==> src/rtl/fetch_hazard_ctrl_if.sv <==
// Fetch hazard/redirect bundle: ID/EX status in, stall/redirect/jr-source controls out.
// master = pipeline side driving status, slave = hazard controller.
interface fetch_hazard_ctrl_if;
    logic [31:0] if_ins;
    logic        id_valid;
    logic [4:0]  id_rs;
    logic [4:0]  id_rt;
    logic        id_use_rs;
    logic        id_use_rt;
    logic        id_wr_en;
    logic [4:0]  id_wr_reg;
    logic        id_is_load;
    logic        ex_br_valid;
    logic        ex_br_taken;
    logic        ex_br_pred;
    logic [31:0] ex_br_target;
    logic [31:0] ex_pc_plus4;
    logic        stall;
    logic        fail;
    logic [31:0] newPC;
    logic [1:0]  JumpRegSrc;

    modport master (
        output if_ins, id_valid, id_rs, id_rt, id_use_rs, id_use_rt,
               id_wr_en, id_wr_reg, id_is_load,
               ex_br_valid, ex_br_taken, ex_br_pred, ex_br_target, ex_pc_plus4,
        input  stall, fail, newPC, JumpRegSrc
    );

    modport slave (
        input  if_ins, id_valid, id_rs, id_rt, id_use_rs, id_use_rt,
               id_wr_en, id_wr_reg, id_is_load,
               ex_br_valid, ex_br_taken, ex_br_pred, ex_br_target, ex_pc_plus4,
        output stall, fail, newPC, JumpRegSrc
    );
endinterface

==> src/rtl/fetch_hazard_ctrl.sv <==
// Fetch-stage hazard controller: shadow EX/MEM writer scoreboard, jr/jalr forwarding,
// load-use stalls and mispredict redirect. FETCH_HAZ_PERF_EN adds stall/fail counters.
module fetch_hazard_ctrl (
    input  logic                 clk,
    input  logic                 rst,
    fetch_hazard_ctrl_if.slave   hz
`ifdef FETCH_HAZ_PERF_EN
    ,
    output logic [31:0]          stall_cnt,
    output logic [15:0]          fail_cnt
`endif
);
    // Slot 0 = EX, slot 1 = MEM
    logic       slot_v_reg  [2];
    logic [4:0] slot_r_reg  [2];
    logic       slot_ld_reg [2];

    logic [1:0] slot_writer;
    logic [1:0] jr_hit;
    logic [4:0] jr_rs;
    logic       is_jr;
    logic       is_jalr;
    logic       is_jreg;
    logic       lu_stall;
    logic       jr_stall;
    logic [1:0] jr_src;
    logic       fail_raw;
    logic       stall_o;
    logic       fail_o;
    logic [31:0] new_pc_o;
    logic [1:0] src_o;

    assign jr_rs   = hz.if_ins[25:21];
    assign is_jr   = (hz.if_ins[31:26] == 6'd0) && (hz.if_ins[20:4] == 17'd0) &&
                     (hz.if_ins[5:0] == 6'b001000);
    assign is_jalr = (hz.if_ins[31:26] == 6'd0) && (hz.if_ins[20:16] == 5'd0) &&
                     (hz.if_ins[15:11] == 5'd31) && (hz.if_ins[10:6] == 5'd0) &&
                     (hz.if_ins[5:0] == 6'b001001);
    assign is_jreg = is_jr | is_jalr;

    generate
        for (genvar gi = 0; gi < 2; gi++) begin : g_slot
            assign slot_writer[gi] = slot_v_reg[gi] && (slot_r_reg[gi] != 5'd0);
            assign jr_hit[gi]      = slot_writer[gi] && (slot_r_reg[gi] == jr_rs);
        end
    endgenerate

    assign lu_stall = hz.id_valid && slot_writer[0] && slot_ld_reg[0] &&
                      ((hz.id_use_rs && (hz.id_rs == slot_r_reg[0])) ||
                       (hz.id_use_rt && (hz.id_rt == slot_r_reg[0])));

    // Nearest producer wins; a load still in EX has no data to forward yet
    always_comb begin
        jr_stall = 1'b0;
        jr_src   = 2'b00;
        if (is_jreg && (jr_rs != 5'd0)) begin
            if (hz.id_valid && hz.id_wr_en && (hz.id_wr_reg == jr_rs))
                jr_stall = 1'b1;
            else if (jr_hit[0] && slot_ld_reg[0])
                jr_stall = 1'b1;
            else if (jr_hit[0])
                jr_src = 2'b01;
            else if (jr_hit[1])
                jr_src = 2'b10;
        end
    end

    assign fail_raw = hz.ex_br_valid && (hz.ex_br_taken != hz.ex_br_pred);

    // The IF instruction is discarded on a redirect, so fail masks stall and jr source
    always_comb begin
        stall_o  = 1'b0;
        fail_o   = 1'b0;
        new_pc_o = 32'd0;
        src_o    = 2'b00;
        if (!rst) begin
            fail_o   = fail_raw;
            stall_o  = !fail_raw && (lu_stall || jr_stall);
            new_pc_o = (fail_raw && hz.ex_br_taken) ? hz.ex_br_target : hz.ex_pc_plus4;
            src_o    = fail_raw ? 2'b00 : jr_src;
        end
    end

    assign hz.stall      = stall_o;
    assign hz.fail       = fail_o;
    assign hz.newPC      = new_pc_o;
    assign hz.JumpRegSrc = src_o;

    always_ff @(posedge clk) begin
        if (rst) begin
            for (int i = 0; i < 2; i++) begin
                slot_v_reg[i]  <= 1'b0;
                slot_r_reg[i]  <= 5'd0;
                slot_ld_reg[i] <= 1'b0;
            end
        end else begin
            slot_v_reg[1]  <= slot_v_reg[0];
            slot_r_reg[1]  <= slot_r_reg[0];
            slot_ld_reg[1] <= slot_ld_reg[0];
            slot_v_reg[0]  <= hz.id_valid && hz.id_wr_en && !stall_o && !fail_o;
            slot_r_reg[0]  <= hz.id_wr_reg;
            slot_ld_reg[0] <= hz.id_is_load;
        end
    end

`ifdef FETCH_HAZ_PERF_EN
    always_ff @(posedge clk) begin
        if (rst) begin
            stall_cnt <= 32'd0;
            fail_cnt  <= 16'd0;
        end else begin
            stall_cnt <= stall_cnt + {31'd0, stall_o};
            fail_cnt  <= fail_cnt + {15'd0, fail_o};
        end
    end
`endif
endmodule
==> src/flat_wrapper.sv <==
// flat-port wrapper written by rule: the top's interface ports become plain ports
module fetch_hazard_ctrl_flat 
  (clk, rst, hz_if_ins, hz_id_valid, hz_id_rs, hz_id_rt, hz_id_use_rs, hz_id_use_rt, hz_id_wr_en, hz_id_wr_reg, hz_id_is_load, hz_ex_br_valid, hz_ex_br_taken, hz_ex_br_pred, hz_ex_br_target, hz_ex_pc_plus4, hz_stall, hz_fail, hz_newPC, hz_JumpRegSrc);
  fetch_hazard_ctrl_if hz_i ();
  input  logic clk;
  input  logic rst;
  input wire logic [$bits(hz_i.if_ins)-1:0] hz_if_ins;
  input wire logic [$bits(hz_i.id_valid)-1:0] hz_id_valid;
  input wire logic [$bits(hz_i.id_rs)-1:0] hz_id_rs;
  input wire logic [$bits(hz_i.id_rt)-1:0] hz_id_rt;
  input wire logic [$bits(hz_i.id_use_rs)-1:0] hz_id_use_rs;
  input wire logic [$bits(hz_i.id_use_rt)-1:0] hz_id_use_rt;
  input wire logic [$bits(hz_i.id_wr_en)-1:0] hz_id_wr_en;
  input wire logic [$bits(hz_i.id_wr_reg)-1:0] hz_id_wr_reg;
  input wire logic [$bits(hz_i.id_is_load)-1:0] hz_id_is_load;
  input wire logic [$bits(hz_i.ex_br_valid)-1:0] hz_ex_br_valid;
  input wire logic [$bits(hz_i.ex_br_taken)-1:0] hz_ex_br_taken;
  input wire logic [$bits(hz_i.ex_br_pred)-1:0] hz_ex_br_pred;
  input wire logic [$bits(hz_i.ex_br_target)-1:0] hz_ex_br_target;
  input wire logic [$bits(hz_i.ex_pc_plus4)-1:0] hz_ex_pc_plus4;
  output wire logic [$bits(hz_i.stall)-1:0] hz_stall;
  output wire logic [$bits(hz_i.fail)-1:0] hz_fail;
  output wire logic [$bits(hz_i.newPC)-1:0] hz_newPC;
  output wire logic [$bits(hz_i.JumpRegSrc)-1:0] hz_JumpRegSrc;
  assign hz_i.if_ins = hz_if_ins;
  assign hz_i.id_valid = hz_id_valid;
  assign hz_i.id_rs = hz_id_rs;
  assign hz_i.id_rt = hz_id_rt;
  assign hz_i.id_use_rs = hz_id_use_rs;
  assign hz_i.id_use_rt = hz_id_use_rt;
  assign hz_i.id_wr_en = hz_id_wr_en;
  assign hz_i.id_wr_reg = hz_id_wr_reg;
  assign hz_i.id_is_load = hz_id_is_load;
  assign hz_i.ex_br_valid = hz_ex_br_valid;
  assign hz_i.ex_br_taken = hz_ex_br_taken;
  assign hz_i.ex_br_pred = hz_ex_br_pred;
  assign hz_i.ex_br_target = hz_ex_br_target;
  assign hz_i.ex_pc_plus4 = hz_ex_pc_plus4;
  assign hz_stall = hz_i.stall;
  assign hz_fail = hz_i.fail;
  assign hz_newPC = hz_i.newPC;
  assign hz_JumpRegSrc = hz_i.JumpRegSrc;
  fetch_hazard_ctrl u_core (.clk(clk), .rst(rst), .hz(hz_i));
endmodule
==> config.mk <==
export PLATFORM = sky130hd
export DESIGN_NAME = fetch_hazard_ctrl_flat
export DESIGN_NICKNAME = d
export VERILOG_FILES = /design/src/rtl/fetch_hazard_ctrl_if.sv /design/src/rtl/fetch_hazard_ctrl.sv /design/src/flat_wrapper.sv
export SDC_FILE = /design/constraint.sdc
export NUM_CORES = 1
export LEC_CHECK = 0
export ABC_AREA = 1
export CORE_MARGIN = 5
export CORE_UTILIZATION = 29
export DETAILED_ROUTE_END_ITERATION = 10
export GPL_TIMING_DRIVEN = 0
export PLACE_DENSITY = 0.84
export SKIP_CTS_REPAIR_TIMING = 1
export SYNTH_ARGS = -nofsm -noshare
export SYNTH_HDL_FRONTEND = slang
export SYNTH_SLANG_ARGS = --single-unit
==> constraint.sdc <==
create_clock -name clk -period 1.7 [get_ports clk]
set_input_delay 0.34 -clock clk [delete_from_list [all_inputs] [get_ports clk]]
set_output_delay 0.34 -clock clk [all_outputs]
set_load 0.01 [all_outputs]
Yosys cells after proc, flatten, opt, wreduce, memory -nomap -nowiden. Memories as Yosys holds them, arrays and structs flattened. Cells that the tools add are included.

Bits in writable memories: 14. Bits of input ports: 121. Word-level logic and storage cells: 78. Register bits after elaboration: 0. Latch bits: 0. ROM bits: 0. Memories kept: 3. Output and inout bits: 36.

Multipliers: 0. Order comparisons: 0. Muxes and demuxes: 23. Equal/unequal tests: 9. Reduce and logical (&&, ||, !) cells: 36. $add $sub $neg: 0. Shift-type cells: 0. Bitwise gates (word level): 7. Divide/modulo/power cells: 0.

Memories: u_core.slot_r_reg (depth 2, bits a word 5, rd ports 2, clocked after memory_dff 0, wr ports 2, line fetch_hazard_ctrl.sv:15) `logic [4:0] slot_r_reg [2];`; u_core.slot_ld_reg (depth 2, bits a word 1, rd ports 1, clocked after memory_dff 0, wr ports 2, line fetch_hazard_ctrl.sv:16) `logic slot_ld_reg [2];`; u_core.slot_v_reg (depth 2, bits a word 1, rd ports 2, clocked after memory_dff 0, wr ports 2, line fetch_hazard_ctrl.sv:14) `logic slot_v_reg [2];`.

Operators by type and width (count): $mux 32 (2); $eq 5x5->1 (5); $logic_and 1x1->1 (24); $logic_not 17->1 (1); $reduce_bool 5->1 (3); $mux 2 (7); $eq 6x4->1 const B (2); $mux 1 (12); $logic_not 5->1 (2); $mux 5 (2); $or 1x1->1 (7); $logic_not 6->1 (1); $eq 5x5->1 const B (1); $logic_not 1->1 (3); $logic_or 1x1->1 (2); $ne 1x1->1 (1).

Depth between registers and ports, before layout.
Word-level depth: 15. Gate-level depth with buffers: 11. Mapped depth without buffers: 11.

Least setup slack after synthesis. OpenSTA, ideal clock, no wires.

Path kind: input port to output port. Start point: input hz_if_ins[27]. End point: output hz_JumpRegSrc[0]. Stages on the path: 7. Data arrival time: 1.177 ns. Required time: 1.360 ns. Path slack: 0.183 ns. Buffers on the path: 0. Cell sequence: or2_0 > nor2_1 > nand2_1 > nor2_1 > nand2_1 > nor2_1 > nor3b_2.

Longest elaborated chain between the ends: 10. Elaborated cells on any way between the ends: 12. Classes of those cells: mux: 3; bitwise: 1; reduce/logical: 8.

RTL lines: from (decl) (line flat_wrapper.sv:7) `input wire logic [$bits(hz_i.if_ins)-1:0] hz_if_ins;`; $logic_not 6->1 (*) (line fetch_hazard_ctrl.sv:34, fetch_hazard_ctrl.sv:36); $logic_and 1x1->1 (2 in a row) (line fetch_hazard_ctrl.sv:36) `assign is_jalr = (hz.if_ins[31:26] == 6'd0) && (hz.if_ins[20:16] == 5'd0) &&`; $logic_and 1x1->1 (2 in a row) (line fetch_hazard_ctrl.sv:37) `(hz.if_ins[15:11] == 5'd31) && (hz.if_ins[10:6] == 5'd0) &&`; $or 1x1->1 (*) (line fetch_hazard_ctrl.sv:39) `assign is_jreg = is_jr | is_jalr;`; $logic_and 1x1->1 (*) (line fetch_hazard_ctrl.sv:56) `if (is_jreg && (jr_rs != 5'd0)) begin`; $mux 2 (*) (line fetch_hazard_ctrl.sv:56); $mux 2 (*) (line fetch_hazard_ctrl.sv:80) `src_o = fail_raw ? 2'b00 : jr_src;`; $mux 2 (*) (line fetch_hazard_ctrl.sv:76) `if (!rst) begin`; to (decl) (line flat_wrapper.sv:24) `output wire logic [$bits(hz_i.JumpRegSrc)-1:0] hz_JumpRegSrc;`.

Every way passes the cells marked *; elsewhere a longest branch is shown, timed or not.

==> impl_table.tex <==
\begin{tabular}{lr}
\hline
Metric & Value \\
\hline
\multicolumn{2}{l}{\textbf{Timing}} \\
\quad Worst clock skew on the final layout & 0.002443 ns \\
\quad Final Hold Vio Count & 0 \\
\quad Slew Limit Fails & 0 \\
\quad Transition time at the pin with the least slew margin & 0.4672 ns \\
\quad Setup repair after global routing missed its margin & true \\
\quad Setup violation total in the final timing report & 32 \\
\quad Min cycle time layout & 1.932 ns \\
\quad Worst setup margin & -0.2317 ns \\
\quad Share of the clock period used by the worst path & 113.6\% \\
\quad Peak Freq & 517.7 MHz \\
\quad Slew Limit Headroom & 68.85\% \\
\multicolumn{2}{l}{\textbf{Route}} \\
\quad DR iter-0 viols & 53 \\
\quad DRC Markers & 0 \\
\quad Mean number of vias per cell & 4.655 \\
\quad DRT Pass-1 Iters & 6 \\
\quad Routed length per placed instance & 13.89 um \\
\quad Via count of the routed design & 2430 \\
\quad Total detailed-routing wirelength & 7248 um \\
\quad Number of routed nets with antenna violations & 0 \\
\multicolumn{2}{l}{\textbf{Critical path}} \\
\quad Endpoint arrival time on the critical path & 1.59 ns \\
\quad Worst setup EP type & primary output \\
\quad Required time worst endpoint & 1.36 ns \\
\quad Kind of critical path & register to primary output \\
\quad Critical path peak fanout & 3 \\
\quad Worst setup SP type & register \\
\multicolumn{2}{l}{\textbf{Placement}} \\
\quad IO Port Bufs & 155 \\
\quad Detailed Place HPWL & 5487 um \\
\quad Placed Instances & 509 \\
\quad RePlAce Congestion & 0.8741 \\
\multicolumn{2}{l}{\textbf{Synth}} \\
\quad Biggest area consumer among synthesized cells & sky130\_fd\_sc\_hd\_\_nand2\_1 \\
\quad Most area-consuming cells after synthesis & sky130\_fd\_sc\_hd\_\_nand2\_1, sky130\_fd\_sc\_hd\_\_dfxtp\_1, sky130\_fd\_sc\_hd\_\_nor2\_1, sky130\_fd\_sc\_hd\_\_a21oi\_1, sky130\_fd\_sc\_hd\_\_inv\_1 \\
\quad Most numerous cell types in the synthesized netlist & sky130\_fd\_sc\_hd\_\_nand2\_1, sky130\_fd\_sc\_hd\_\_nor2\_1, sky130\_fd\_sc\_hd\_\_a21oi\_1, sky130\_fd\_sc\_hd\_\_inv\_1, sky130\_fd\_sc\_hd\_\_dfxtp\_1 \\
\quad Flop and latch count out of synthesis & 13 \\
\quad Syn\_nets & 405 \\
\quad Distinct cell type count after synthesis & 32 \\
\quad Arithmetic-cell share of the synthesized area counting full adders, half adders and majority gates & 0\% \\
\quad Mux contribution to synthesized area & 0\% \\
\quad Combinational family with the most area after synthesis & simple AND/OR/NAND/NOR gates \\
\quad Post-synth top flop & sky130\_fd\_sc\_hd\_\_dfxtp\_1 \\
\quad Post-synthesis simple-gate area fraction & 50.17\% \\
\quad Sequential element share of the synthesized area & 17.66\% \\
\quad Synth Area in XOR/XNOR & 3.565\% \\
\quad Fraction of synthesis flops using an asynchronous set or reset pin & 0\% \\
\quad Synthesis warning total & 0 \\
\quad Area share of the largest cell type after synthesis & 28.52\% \\
\quad Average cell area after synthesis & 5.190 um\^{}2 \\
\quad Summed instance area of the synthesized netlist & 1474 um\^{}2 \\
\quad Compound-Gate Fraction of Synth Area & 17.06\% \\
\quad Most used standard cell by instance count after synthesis & sky130\_fd\_sc\_hd\_\_nand2\_1 \\
\quad Post-synthesis cell count & 284 \\
\quad Count of flip-flops with a built-in enable after synthesis & 0 \\
\multicolumn{2}{l}{\textbf{CTS}} \\
\quad CTS tree & done \\
\quad Clock sinks & 13 \\
\quad Clock root buffer master & sky130\_fd\_sc\_hd\_\_clkbuf\_8 \\
\quad Number of buffers added by the clock tree synthesis step & 3 \\
\quad Maximum number of buffers from clock root to sink & 2 \\
\quad CTS HTree Levels & 1 \\
\quad Clock latency on the worst-skew pair & 0.25 ns \\
\quad Post-CTS clock slew at the launch and capture registers of the worst setup and hold paths & 0.06 ns \\
\multicolumn{2}{l}{\textbf{Floorplanning}} \\
\quad Die height & 81.29 um \\
\quad Standard-cell rows & 26 \\
\quad Chip Width & 81.29 um \\
\quad Effective utilization at floorplan & 29.42\% \\
\quad Die area & 6608 um\^{}2 \\
\quad I/O pin count & 157 \\
\quad Core box area & 5010 um\^{}2 \\
\multicolumn{2}{l}{\textbf{Global route}} \\
\quad Overall track demand over capacity in global routing & 17.65\% \\
\quad Vias in the first global route & 2190 \\
\quad First-pass GRT wire length & 9418 um \\
\quad Overall overflow remaining after global route & 0 \\
\quad Initial antenna violation count & 0 \\
\quad Largest net degree at the start of global routing & 11 \\
\multicolumn{2}{l}{\textbf{Cells and area}} \\
\quad Area Overhead vs Synth & 136.2\% \\
\quad Number of standard cells in the layout, taps in and fillers out & 522 \\
\quad Final \#Nets & 574 \\
\quad Filler Cells Inserted & 449 \\
\quad Fraction of layout instances using a drive strength above 1 & 39.38\% \\
\quad Antenna fix cells & 0 \\
\quad Number of flip-flops in the largest register & 10 \\
\multicolumn{2}{l}{\textbf{Pwr}} \\
\quad Reported leakage power & 0.001900 uW \\
\quad Maximum vdd drop & 0.2809 mV \\
\quad Total chip power & 1325 uW \\
\quad Pwr Density & 380.7 nW/um\^{}2 \\
\multicolumn{2}{l}{\textbf{Hold path}} \\
\quad Hold crit path type & input pin to register \\
\multicolumn{2}{l}{\textbf{Status}} \\
\quad Status & finished, violations left \\
\quad Violated checks & negative setup slack \\
\multicolumn{2}{l}{\textbf{Flow run}} \\
\quad Max Cap Violations & 0 \\
\hline
\end{tabular}
-- power by group --
group | switching, uW | leakage, uW | internal [uW]
combinational | 317 | 0.00177 | 393
clock | 121 | 0.0000255 | 162
sequential | 12.7 | 0.000109 | 319
-- critical path: stages (launching register included) --
cell	delay [ns]
sky130_fd_sc_hd__dfxtp_4	0.37
sky130_fd_sc_hd__inv_4	0.04
sky130_fd_sc_hd__nand2_2	0.05
sky130_fd_sc_hd__nand2_2	0.06
sky130_fd_sc_hd__nor3_2	0.20
sky130_fd_sc_hd__nand3b_1	0.15
sky130_fd_sc_hd__nand2_2	0.11
sky130_fd_sc_hd__nand2_2	0.06
sky130_fd_sc_hd__a21oi_2	0.15
sky130_fd_sc_hd__buf_2	0.15
-- metrics by stage --
| step | cell area [um^2] | hold WS (ns) | setup TNS [ns] | utilization (%) | setup WS, ns |
|---|---|---|---|---|---|
| after floorplan | 1474 | 0.4016 | 0 | - | 0.1833 |
| after global placement | 3113 | 0.4134 | -29.75 | 62.14 | -0.9474 |
| after detailed placement | 3113 | 0.4280 | -30.43 | 62.14 | -0.9779 |
| after CTS | 3159 | 0.4333 | -30.36 | 63.06 | -0.9862 |
| after global routing | 3481 | 0.3870 | -3.831 | 69.48 | -0.3239 |
| final | 3481 | 0.3738 | -1.511 | 69.48 | -0.2317 |
-- cell type report --
type / count / area (um^2) / area share (%)
inverters: 27 / 118.9 / 3.415
repair buffers: 164 / 1466 / 42.13
plain buffers: 11 / 105.1 / 3.019
flip-flops and latches: 13 / 267.8 / 7.692
well taps: 70 / 87.58 / 2.516
clock buffers: 3 / 41.29 / 1.186
multi-input cells: 233 / 1389 / 39.90
clock inverters: 1 / 5.005 / 0.1438
-- kinds of logic after synthesis --
logic type / Yosys count
and+or+nand+nor: 179
DFF: 13
buffers and inverters: 38
xor gates and xnor gates: 6
AOI/OAI and AO/OA: 48
-- metal layers --
layer / vias up / track usage [%] / wire (um)
met5: - / 0 / 0
met4: 0 / 2.703 / 76
met3: 10 / 8.426 / 949
met2: 131 / 33.14 / 3786
met1: 1070 / 17.83 / 2435
li1: 1219 / - / -
-- placed cells by master (no fill, tap or decap), drive strengths merged --
cell,instances
nand2,115
clkdlybuf4s50,77
nor2,51
buf,50
a21oi,34
clkbuf,31
inv,26
dlymetal6s2s,20
dfxtp,13
o21ai,10
xor2,4
nand4,4
nand3,4
xnor2,2
nor3,2
clkinv,2
nand3b,1
or2,1
nor3b,1
a31oi,1
a211oi,1
o22ai,1
a21boi,1
-- worst paths after layout --
kind                                            from                                 end  slack, ns  cells past startpoint
setup reg to reg  u_core.slot_r_reg[0][0]$_SDFF_PP0_  u_core.slot_v_reg[0][0]$_SDFF_PP0_       0.46                      8
hold / removal                       hz_id_wr_reg[0]  u_core.slot_r_reg[0][0]$_SDFF_PP0_       0.37                      3
setup / recovery  u_core.slot_r_reg[0][4]$_SDFF_PP0_                            hz_stall      -0.23                      9
hold reg to reg   u_core.slot_v_reg[0][0]$_SDFF_PP0_  u_core.slot_v_reg[0][1]$_SDFF_PP0_       0.43                      2
Power figures use the tool's default switching activity.
